<file path="config.mk">
export PLATFORM = sky130hd
export DESIGN_NAME = fifo_rd_cntrl_flat
export DESIGN_NICKNAME = d
export VERILOG_FILES = /design/src/rtl/fifo_rd_cntrl_if.sv /design/src/rtl/fifo_rd_cntrl.sv /design/src/flat_wrapper.sv
export SDC_FILE = /design/constraint.sdc
export NUM_CORES = 1
export LEC_CHECK = 0
export CAP_MARGIN = 20
export CORE_MARGIN = 10
export CORE_UTILIZATION = 47
export CTS_CLUSTER_DIAMETER = 200
export DETAILED_ROUTE_END_ITERATION = 8
export PLACE_DENSITY = 0.93
export SYNTH_ARGS = -nofsm -noshare
export SYNTH_HDL_FRONTEND = slang
export SYNTH_SLANG_ARGS = --single-unit
</file>
<file path="constraint.sdc">
create_clock -name CLK -period 4.4 [get_ports CLK]
set_input_delay 0.88 -clock CLK [delete_from_list [all_inputs] [get_ports CLK]]
set_output_delay 0.88 -clock CLK [all_outputs]
set_load 0.005 [all_outputs]
</file>
<file path="src/rtl/fifo_rd_cntrl_if.sv">
// Read-side FIFO handshake bundle: consumer pop, write pointer in,
// memory read port, and the read pointer/flag/data outputs.
interface fifo_rd_cntrl_if #(
    parameter int DATA_WIDTH = 8,
    parameter int ADDR_WIDTH = 3
);
    logic                  rinc;
    logic [ADDR_WIDTH:0]   wptr_gray;
    logic [DATA_WIDTH-1:0] rdata_mem;
    logic [ADDR_WIDTH-1:0] raddr;
    logic [ADDR_WIDTH:0]   rptr_gray;
    logic                  rempty;
    logic [DATA_WIDTH-1:0] rdata;
    logic                  rvalid;

    modport master (
        output rinc, wptr_gray, rdata_mem,
        input  raddr, rptr_gray, rempty, rdata, rvalid
    );

    modport slave (
        input  rinc, wptr_gray, rdata_mem,
        output raddr, rptr_gray, rempty, rdata, rvalid
    );
endinterface

</file>
<file path="src/rtl/fifo_rd_cntrl.sv">
// Async FIFO read-side controller: syncs the Gray write pointer,
// keeps the read pointer, empty flag and a registered pop data stage.
// Ports: CLK, RST_n (async active-low), bus (fifo_rd_cntrl_if.slave).
module fifo_rd_cntrl #(
    parameter int DATA_WIDTH = 8,
    parameter int ADDR_WIDTH = 3
) (
    input  logic           CLK,
    input  logic           RST_n,
    fifo_rd_cntrl_if.slave bus
);
    logic [ADDR_WIDTH:0]   wq1_wptr;
    logic [ADDR_WIDTH:0]   wq2_wptr;
    logic [ADDR_WIDTH:0]   rbin;
    logic [ADDR_WIDTH:0]   rbin_next;
    logic [ADDR_WIDTH:0]   rgray_next;
    logic [ADDR_WIDTH:0]   rgray;
    logic                  rempty_q;
    logic [DATA_WIDTH-1:0] rdata_q;
    logic                  rvalid_q;
    logic                  pop;

    // Only the first sync flop may touch the foreign-domain pointer.
    always_ff @(posedge CLK or negedge RST_n) begin
        if (!RST_n) begin
            wq1_wptr <= '0;
            wq2_wptr <= '0;
        end else begin
            wq1_wptr <= bus.wptr_gray;
            wq2_wptr <= wq1_wptr;
        end
    end

    assign pop        = bus.rinc & ~rempty_q;
    assign rbin_next  = rbin + {{ADDR_WIDTH{1'b0}}, pop};
    assign rgray_next = (rbin_next >> 1) ^ rbin_next;

    // Empty is computed against the next pointer so the flag rises in
    // the same edge that consumes the last word.
    always_ff @(posedge CLK or negedge RST_n) begin
        if (!RST_n) begin
            rbin     <= '0;
            rgray    <= '0;
            rempty_q <= 1'b1;
        end else begin
            rbin     <= rbin_next;
            rgray    <= rgray_next;
            rempty_q <= (rgray_next == wq2_wptr);
        end
    end

    always_ff @(posedge CLK or negedge RST_n) begin
        if (!RST_n) begin
            rdata_q  <= '0;
            rvalid_q <= 1'b0;
        end else begin
            rvalid_q <= pop;
            if (pop) begin
                rdata_q <= bus.rdata_mem;
            end
        end
    end

    assign bus.raddr     = rbin[ADDR_WIDTH-1:0];
    assign bus.rptr_gray = rgray;
    assign bus.rempty    = rempty_q;
    assign bus.rdata     = rdata_q;
    assign bus.rvalid    = rvalid_q;
endmodule

</file>
<file path="src/flat_wrapper.sv">
// flat-port wrapper written by rule: the top's interface ports become plain ports
module fifo_rd_cntrl_flat 
#(
    parameter int DATA_WIDTH = 8,
    parameter int ADDR_WIDTH = 3
)
  (CLK, RST_n, bus_rinc, bus_wptr_gray, bus_rdata_mem, bus_raddr, bus_rptr_gray, bus_rempty, bus_rdata, bus_rvalid);
  fifo_rd_cntrl_if #(.DATA_WIDTH(DATA_WIDTH), .ADDR_WIDTH(ADDR_WIDTH)) bus_i ();
  input  logic CLK;
  input  logic RST_n;
  input wire logic [$bits(bus_i.rinc)-1:0] bus_rinc;
  input wire logic [$bits(bus_i.wptr_gray)-1:0] bus_wptr_gray;
  input wire logic [$bits(bus_i.rdata_mem)-1:0] bus_rdata_mem;
  output wire logic [$bits(bus_i.raddr)-1:0] bus_raddr;
  output wire logic [$bits(bus_i.rptr_gray)-1:0] bus_rptr_gray;
  output wire logic [$bits(bus_i.rempty)-1:0] bus_rempty;
  output wire logic [$bits(bus_i.rdata)-1:0] bus_rdata;
  output wire logic [$bits(bus_i.rvalid)-1:0] bus_rvalid;
  assign bus_i.rinc = bus_rinc;
  assign bus_i.wptr_gray = bus_wptr_gray;
  assign bus_i.rdata_mem = bus_rdata_mem;
  assign bus_raddr = bus_i.raddr;
  assign bus_rptr_gray = bus_i.rptr_gray;
  assign bus_rempty = bus_i.rempty;
  assign bus_rdata = bus_i.rdata;
  assign bus_rvalid = bus_i.rvalid;
  fifo_rd_cntrl #(.DATA_WIDTH(DATA_WIDTH), .ADDR_WIDTH(ADDR_WIDTH)) u_core (.CLK(CLK), .RST_n(RST_n), .bus(bus_i));
endmodule
</file>
# After elaboration in Yosys (flattened, before gate mapping)
# Index checks and enable logic that the tools add are counted.
[word_totals]
ff_bits = 26
input_bits = 15
output_inout_bits = 17
elab_cells = 12
[op_classes]
addsub = 1
n_eq_ne = 1
bitwise = 3
[ops]
columns = ["op", "n"]
rows = [
  ["adder 4 x 1 -> 4 bit", 1],
  ["equality test 4 bit", 1],
  ["bitwise XOR 3 x 4 -> 4 bit", 1],
  ["bitwise AND 1 bit", 1],
  ["NOT 1 bit", 1],
]

# Logic depth before layout (Yosys ltp)
# Gate-level depths: netlist (run 1).
[logic_depth]
depth_word = 5
ltp_mapped = 10
ltp_nobuf = 8

# Least setup slack after synthesis (run 1)
# No wires, ideal clock.
[synth_path]
path_type = "input -> register"
startpoint = "input port bus_rinc"
endpoint = "register u_core.rempty_q (netlist: u_core.bus.rempty)"
setup_time_ns = 0.094
t_arrival_ns = 2.568
t_required_ns = 4.306
path_slack_ns = 1.738
path_stages = 10
n_path_buf = 2
cell_sequence = "nand2b_1 -> clkbuf_1 -> inv_1 -> ha_1 -> ha_1 -> buf_6 -> xnor2_2 -> xor2_1 -> mux2i_1 -> a311oi_1"
[synth_between]
elab_chain_len = 4
[synth_lines]
columns = ["item", "line", "text"]
rows = [
  ["start, declared", "flat_wrapper.sv:11", "input wire logic [$bits(bus_i.rinc)-1:0] bus_rinc;"],
  ["bitwise AND 1 bit", "fifo_rd_cntrl.sv:34", "assign pop = bus.rinc & ~rempty_q;"],
  ["named net u_core.pop", "fifo_rd_cntrl.sv:21", "logic pop;"],
  ["adder 4 x 1 -> 4 bit", "fifo_rd_cntrl.sv:35", "assign rbin_next = rbin + {{ADDR_WIDTH{1'b0}}, pop};"],
  ["bitwise XOR 3 x 4 -> 4 bit", "fifo_rd_cntrl.sv:36", "assign rgray_next = (rbin_next >> 1) ^ rbin_next;"],
  ["equality test 4 bit", "fifo_rd_cntrl.sv:48", "rempty_q <= (rgray_next == wq2_wptr);"],
  ["end signal, assigned", "fifo_rd_cntrl.sv:48", ""],
  ["end, declared", "fifo_rd_cntrl.sv:18", "logic rempty_q;"],
]
# The timed path passes the listed nets, and every way through them passes these cells.
# A chain may end at the register's enable or synchronous reset.

# Final worst setup path (run 1)
# Ends and elaborated chain as after synthesis.

==> results of run 1 <==
-- power by group --
part	switching (W)	internal (W)
logic	0.000126	0.000192
clock network	0.0000640	0.0000355
registers	0.0000465	0.000287
-- how the worst min path moves through the flow --
stage / startpoint / cells after the start / end / slack [ns]
floorplan: u_core.wq1_wptr[0] / 0 / u_core.wq2_wptr[0] / 0.33
global placement: u_core.wq1_wptr[2] / 0 / u_core.wq2_wptr[2] / 0.33
detailed placement: u_core.wq1_wptr[3] / 0 / u_core.wq2_wptr[3] / 0.33
CTS: u_core.wq1_wptr[3] / 0 / u_core.wq2_wptr[3] / 0.36
global route: u_core.wq1_wptr[2] / 0 / u_core.wq2_wptr[2] / 0.37
finish: u_core.wq1_wptr[3] / 0 / u_core.wq2_wptr[3] / 0.36
-- metrics by stage --
stage / instance area [um2] / power (W) / worst slack, ns / hold WS, ns / cells
floorplan: 980 / 0.000511 / 1.74 / 0.331 / 69
global placement: 1310 / 0.000644 / 1.35 / 0.331 / 124
detailed placement: 1310 / 0.000662 / 1.20 / 0.335 / 124
CTS: 1330 / 0.000762 / 1.53 / 0.364 / 128
global route: 1350 / 0.000805 / 1.40 / 0.374 / 129
finish: 1350 / 0.000750 / 1.54 / 0.361 / 129
-- worst reg2reg max path: stages, from the launching register on --
cell and delay, ns:
dfstp_2 0.55, nand2b_1 0.36, inv_1 0.12, ha_1 0.25, ha_1 0.29, xnor2_2 0.27, xor2_1 0.20, mux2i_1 0.09
a311oi_1 0.26
-- kinds of logic (layout without fill, tap and decap cells) --
family	count (synthesis)	after routing
compound gates	6	6
xor+xnor	10	10
fa+ha+maj	2	2
buf+inv	5	38
flops	25	25
mux	9	9
simple gates	12	12
-- sequential cells by signal, indices dropped and copies added, names as in the netlist --
| signal | count |
|---|---|
| u_core.bus.rdata | 8 |
| u_core.rbin | 4 |
| u_core.wq1_wptr | 4 |
| u_core.wq2_wptr | 4 |
| u_core.bus.rptr_gray | 3 |
| u_core.bus.rempty | 1 |
| u_core.bus.rvalid | 1 |
-- synth_stat cells --
master,instances
nand3b_1,1
nand2_1,3
a211o_1,1
xor2_1,6
and2_1,1
clkbuf_1,2
o211ai_1,1
xnor2_1,3
nand2b_1,1
a21o_1,2
ha_1,2
dfstp_2,1
o21ai_0,1
mux2i_1,1
a311oi_1,1
nand3_1,2
dfrtp_1,24
nor2_1,2
nor2b_1,1
mux2_2,6
mux2_1,2
inv_1,2
buf_6,1
xnor2_2,1
nand4_1,1
-- layout make-up --
class	instances	area (um2)	share of cell area [%]
timing repair buffer	32	325	24.2
multi-input combinational	39	327	24.3
tap	27	33.8	2.51
clock buffer	4	26.3	1.95
inverter	2	7.51	0.558
sequential	25	627	46.6
-- routing by layer --
layer,wire length [um],GRT usage [%],vias to the layer above
li1,-,-,298
met1,734,8.98,313
met2,1140,18.0,19
met3,89,2.88,4
met4,39,5.61,0
met5,0,0,-
==> flow_summary_export.csv, run 1 <==
group,metric,value,unit
synth,synth_top_family_by_area,"multiplexers",
grt,grt_pass1_vias,673,
floorplan,die_w,65.7,um
synth,synthCells,69,
cells_and_area,fill_cells,162,
critical_path,timing.rr.end,"u_core.bus.rempty",
clocking,numCtsBuffers,3,
critical_path,crit_path_top_delay_cell,"clkdlybuf4s50_1",
floorplan,start_util,49.9,%
place,port_buffers,31,
clocking,postCtsSetupBuffers,0,
clocking,clk_pin_slew,0.12,ns
synth,synth.top_cell.area_share,61.3,%
detailed_routing,firstDrtPassIters,4,
place,post-dp-hpwl,1.64,mm
critical_path,worst-r2r-setup-slack,1.93,ns
outcome,status,"finished, final reports clean",
critical_path,r2r_cells,8,
synth,syn_avg_cell_area,14.2,um2
clocking,clock_latency,0.31,ns
detailed_routing,wl_per_cell,15.5,um
sta,finalSetupViolCount,0,
grt,globalRouteOverflowTotal,0,
critical_path,critPathMostFrequentCell,"ha_1",
power_and_ir_drop,peakVddDrop,0.000320,V
power_and_ir_drop,leakagePower,0.578,nW
detailed_routing,vias,634,
critical_path,path_class,"in -> reg",
sta,slew_viol_final,0,
sta,worst_slew_pin_slew,0.419,ns
critical_path,cp_slowest_stage_delay,0.40,ns
critical_path,path_depth,9,
critical_path,startpoint_type,"input port",
critical_path,critPathLaunch,"bus_rinc",
sta,min_period,2.86,ns
cells_and_area,layout_common_cells,"31 x clkdlybuf4s50_1, 24 x dfrtp_1, 6 x xor2_1, 6 x mux2_2",
hold_path,hold_class,"reg -> reg",
grt,grt_pass1_wl,3.17,mm
synth,synth_mux_area_share,10.2,%
cells_and_area,drive_gt1_share,11.8,%
synth,yosysSeqAreaShare,64.0,%
floorplan,core,1960,um2
synth,synth_warnings,0,
clocking,cts_tree,"built",
critical_path,path_cells,"clkdlybuf4s50_1, nand2b_1, inv_1, ha_1, ha_1, xnor2_2, xor2_1, mux2i_1, a311oi_1",
synth,synthXorXnorAreaFrac,9.71,%
cells_and_area,diodes,0,
sta,fin_skew,0.00560,ns
synth,synth_area_leader_cell,"dfrtp_1",
clocking,cts.hold.buffers_added,0,
critical_path,crit_end,"u_core.bus.rempty",
sta,hold_viol_final,0,
critical_path,required,4.62,ns
sta,slew_headroom,72.1,%
grt,grt_max_degree,26,
cells_and_area,final_common_cell,"clkdlybuf4s50_1",
synth,synthSimpleGateAreaFrac,6.26,%
cells_and_area,utilization,68.6,%
synth,yosys-top-cells-area,"dfrtp_1 61%, mux2_2 6.9%, xor2_1 5.4%, dfstp_2 2.7%, xnor2_1 2.7%",
synth,ys_ff_latch,25,
clocking,clock_sinks,25,
critical_path,cp-end-kind,"register",
floorplan,rows,16,
grt,antenna_found_initial,0,
critical_path,crit_family,"adder cells",
sta,clock.fmax,350,MHz
detailed_routing,ant_nets,0,
sta,rsz0062_at_grt,"false",
sta,tns,0,ns
critical_path,cp.arrival,3.08,ns
sta,fin_crit_sh,65.0,%
floorplan,die_height,65.7,um
clocking,clockBufferDepth,2,
place,gp_congestion,0.756,
floorplan,dieArea,4310,um2
critical_path,reg2reg_from,"u_core.bus.rempty",
power_and_ir_drop,power.density,557,nW/um2
cells_and_area,finalNetCount,120,
job,drv_cap,0,
clocking,clockRootBuffer,"clkbuf_4",
detailed_routing,drc,0,
clocking,ctsResizeCount,0,
detailed_routing,vias_per_cell,4.91,
critical_path,path_buf_inv,2,
synth,synth-compound-area-share,4.60,%
synth,ys_types,25,
detailed_routing,drt_iter0_drc,9,
synth,syn-num-nets,86,
cells_and_area,syn2layout_area_growth,37.4,%
clocking,h-tree-depth,1,
synth,synthAdderAreaFrac,2.55,%
floorplan,ios,32,
synth,synth_area,980,um2
grt,track_usage,9.64,%
critical_path,crit_path_max_fanout,9,
detailed_routing,wl,2.00,mm
No activity file was read; power rests on OpenSTA's default activity.
==> inputs of run 2 (changes only) <==
--- a/config.mk
+++ b/config.mk
@@ -7,10 +7,10 @@
 export LEC_CHECK = 0
 export CAP_MARGIN = 20
 export CORE_MARGIN = 10
-export CORE_UTILIZATION = 47
+export CORE_UTILIZATION = 40
 export CTS_CLUSTER_DIAMETER = 200
 export DETAILED_ROUTE_END_ITERATION = 8
-export PLACE_DENSITY = 0.93
+export PLACE_DENSITY = 0.85
 export SYNTH_ARGS = -nofsm -noshare
 export SYNTH_HDL_FRONTEND = slang
 export SYNTH_SLANG_ARGS = --single-unit
==> constraint.sdc (replaced) <==
create_clock -name CLK -period 2.38 [get_ports CLK]
set_input_delay 0.476 -clock CLK [delete_from_list [all_inputs] [get_ports CLK]]
set_output_delay 0.476 -clock CLK [all_outputs]
set_load 0.005 [all_outputs]
==> flow_summary_export.csv, run 2 (synthesized netlist as in run 1, its figures left out) <==
group,metric,value,unit
outcome,status,"finished, final reports clean",
cells_and_area,final_common_cell,"clkdlybuf4s50_1",
clocking,postCtsSetupBuffers,0,
cells_and_area,finalNetCount,125,
power_and_ir_drop,switching_share,31.4,%
critical_path,cp_slowest_stage_delay,0.55,ns
clocking,clock_latency,0.32,ns
clocking,clockBufferDepth,2,
critical_path,startpoint_type,"register",
power_and_ir_drop,power.density,1040,nW/um2
place,port_buffers,31,
clocking,numCtsBuffers,3,
grt,antenna_found_initial,0,
cells_and_area,fill_cells,158,
detailed_routing,ant_nets,0,
cells_and_area,layout_common_cells,"31 x clkdlybuf4s50_1, 24 x dfrtp_1, 6 x xor2_1, 6 x mux2_2, 6 x buf_4",
cells_and_area,ff_latch_area,627,um2
place,gp_congestion,0.864,
critical_path,path_cells,"nand2b_1, inv_1, ha_1, ha_1, xnor2_2, xor2_1, mux2i_1, a311oi_1",
clocking,clk_pin_slew,0.12,ns
cells_and_area,syn2layout_area_growth,40.7,%
sta,min_period,2.05,ns
detailed_routing,wl_per_cell,15.0,um
sta,rsz0062_at_grt,"false",
power_and_ir_drop,p_int,0.000988,W
power_and_ir_drop,pwr-share-comb,44.5,%
grt,globalRouteOverflowTotal,0,
floorplan,die_height,69.5,um
grt,grt_pass1_wl,3.40,mm
place,dpl-instance-area,1350,um2
floorplan,rows,17,
detailed_routing,vias_per_cell,4.75,
place,post-dp-hpwl,1.62,mm
critical_path,cp-end-kind,"register",
critical_path,path_class,"reg -> reg",
floorplan,die_w,69.5,um
clocking,cts.hold.buffers_added,0,
cells_and_area,diodes,0,
sta,slew_headroom,59.8,%
floorplan,dieArea,4830,um2
floorplan,start_util,43.0,%
clocking,clockRootBuffer,"clkbuf_4",
cells_and_area,design_area,1380,um2
sta,clock.fmax,487,MHz
clocking,clock_sinks,25,
grt,grt_max_degree,15,
detailed_routing,vias,641,
grt,track_usage,8.62,%
critical_path,critPathMostFrequentCell,"ha_1",
grt,grt_pass1_vias,711,
critical_path,crit_path_top_delay_cell,"dfstp_2",
sta,hold_viol_final,0,
cells_and_area,multi_input_area,327,um2
hold_path,hold_class,"reg -> reg",
clocking,ctsResizeCount,0,
power_and_ir_drop,power_frac_seq,42.6,%
clocking,cts_tree,"built",
detailed_routing,drt_iter0_drc,13,
sta,slew_viol_final,0,
power_and_ir_drop,switchingPower,0.000452,W
critical_path,crit_path_max_fanout,3,
clocking,h-tree-depth,1,
sta,tns,0,ns
power_and_ir_drop,leakagePower,0.603,nW
job,drv_cap,0,
critical_path,required,2.61,ns
sta,fin_crit_sh,86.2,%
critical_path,cp.arrival,2.28,ns
sta,finalSetupViolCount,0,
detailed_routing,wl,2.02,mm
floorplan,core,2280,um2
power_and_ir_drop,p_clk_share,12.9,%
cells_and_area,largest_reg_flops,8,
sta,worst_slew_pin_slew,0.602,ns
detailed_routing,firstDrtPassIters,2,
sta,fin_skew,0.00840,ns
detailed_routing,drc,0,
power_and_ir_drop,peakVddDrop,0.000620,V
cells_and_area,drive_gt1_share,16.8,%
floorplan,ios,32,
## run 2: changes by cell type in the layout (fill, tap and decap cells not counted), sizes merged
cell    before  now
buf          1    6
clkbuf       4    3
clkinv       0    1
## run 2: layout make-up
type | count | share of cell area [%]
well taps | 28 | 2.54
multi-input cells | 39 | 23.7
inverters | 2 | 0.544
flip-flops and latches | 25 | 45.5
clock inverters | 1 | 0.363
clock buffers | 3 | 1.63
repair buffers | 37 | 25.8
## run 2: final timing paths
check / slack (ns) / endpoint / depth (start not counted) / startpoint
min in group asynchronous: 0.51 / u_core.wq1_wptr[0] / 1 / RST_n
min: 0.36 / u_core.wq2_wptr[3] / 0 / u_core.wq1_wptr[3]
max reg2reg: 0.33 / u_core.bus.rempty / 8 / u_core.bus.rempty
max in group asynchronous: 1.27 / u_core.bus.rdata[7] / 2 / RST_n
max: 0.33 / u_core.bus.rempty / 8 / u_core.bus.rempty
min reg2reg: 0.36 / u_core.wq2_wptr[3] / 0 / u_core.wq1_wptr[3]
## run 2: per-layer routing
metal / vias up / share of wire, % / GRT usage (%)
met2: 16 / 53 / 14.6
met5: - / 0 / 0
met1: 316 / 41 / 9.27
met3: 4 / 3.8 / 2.71
met4: 0 / 1.3 / 4.66
li1: 305 / - / -
## run 2: worst max-delay path: cells and delay by family, from the launching register on
kind                     cells  cell delay, ns
multiplexers                 1            0.11
XOR/XNOR                     2            0.44
AO/OA/AOI/OAI                1            0.25
adder cells (fa/ha/maj)      2            0.44
AND/OR/NAND/NOR              1            0.12
flip-flops                   1            0.55
buffers and inverters        1            0.06
## run 2: through the flow
step | hold slack, ns | total power, W | worst slack (ns) | instances | util (%)
after floorplan | 0.180 | 0.000944 | 0.0436 | 69 | -
after global placement | 0.334 | 0.00125 | 0.0756 | 131 | 59.4
after detailed placement | 0.335 | 0.00127 | 0.00923 | 131 | 59.4
after CTS | 0.364 | 0.00146 | 0.305 | 135 | 60.6
after global routing | 0.372 | 0.00155 | 0.133 | 135 | 60.6
final | 0.362 | 0.00144 | 0.329 | 135 | 60.6
## run 2: power by group through the flow
stage                     logic (W)  registers, W  clock network (W)
after global placement     0.000632      0.000619                  0
final                      0.000640      0.000614           0.000186
after CTS                  0.000654      0.000614           0.000193
after global routing       0.000700      0.000630           0.000219
after detailed placement   0.000651      0.000623                  0
after floorplan            0.000337      0.000606                  0
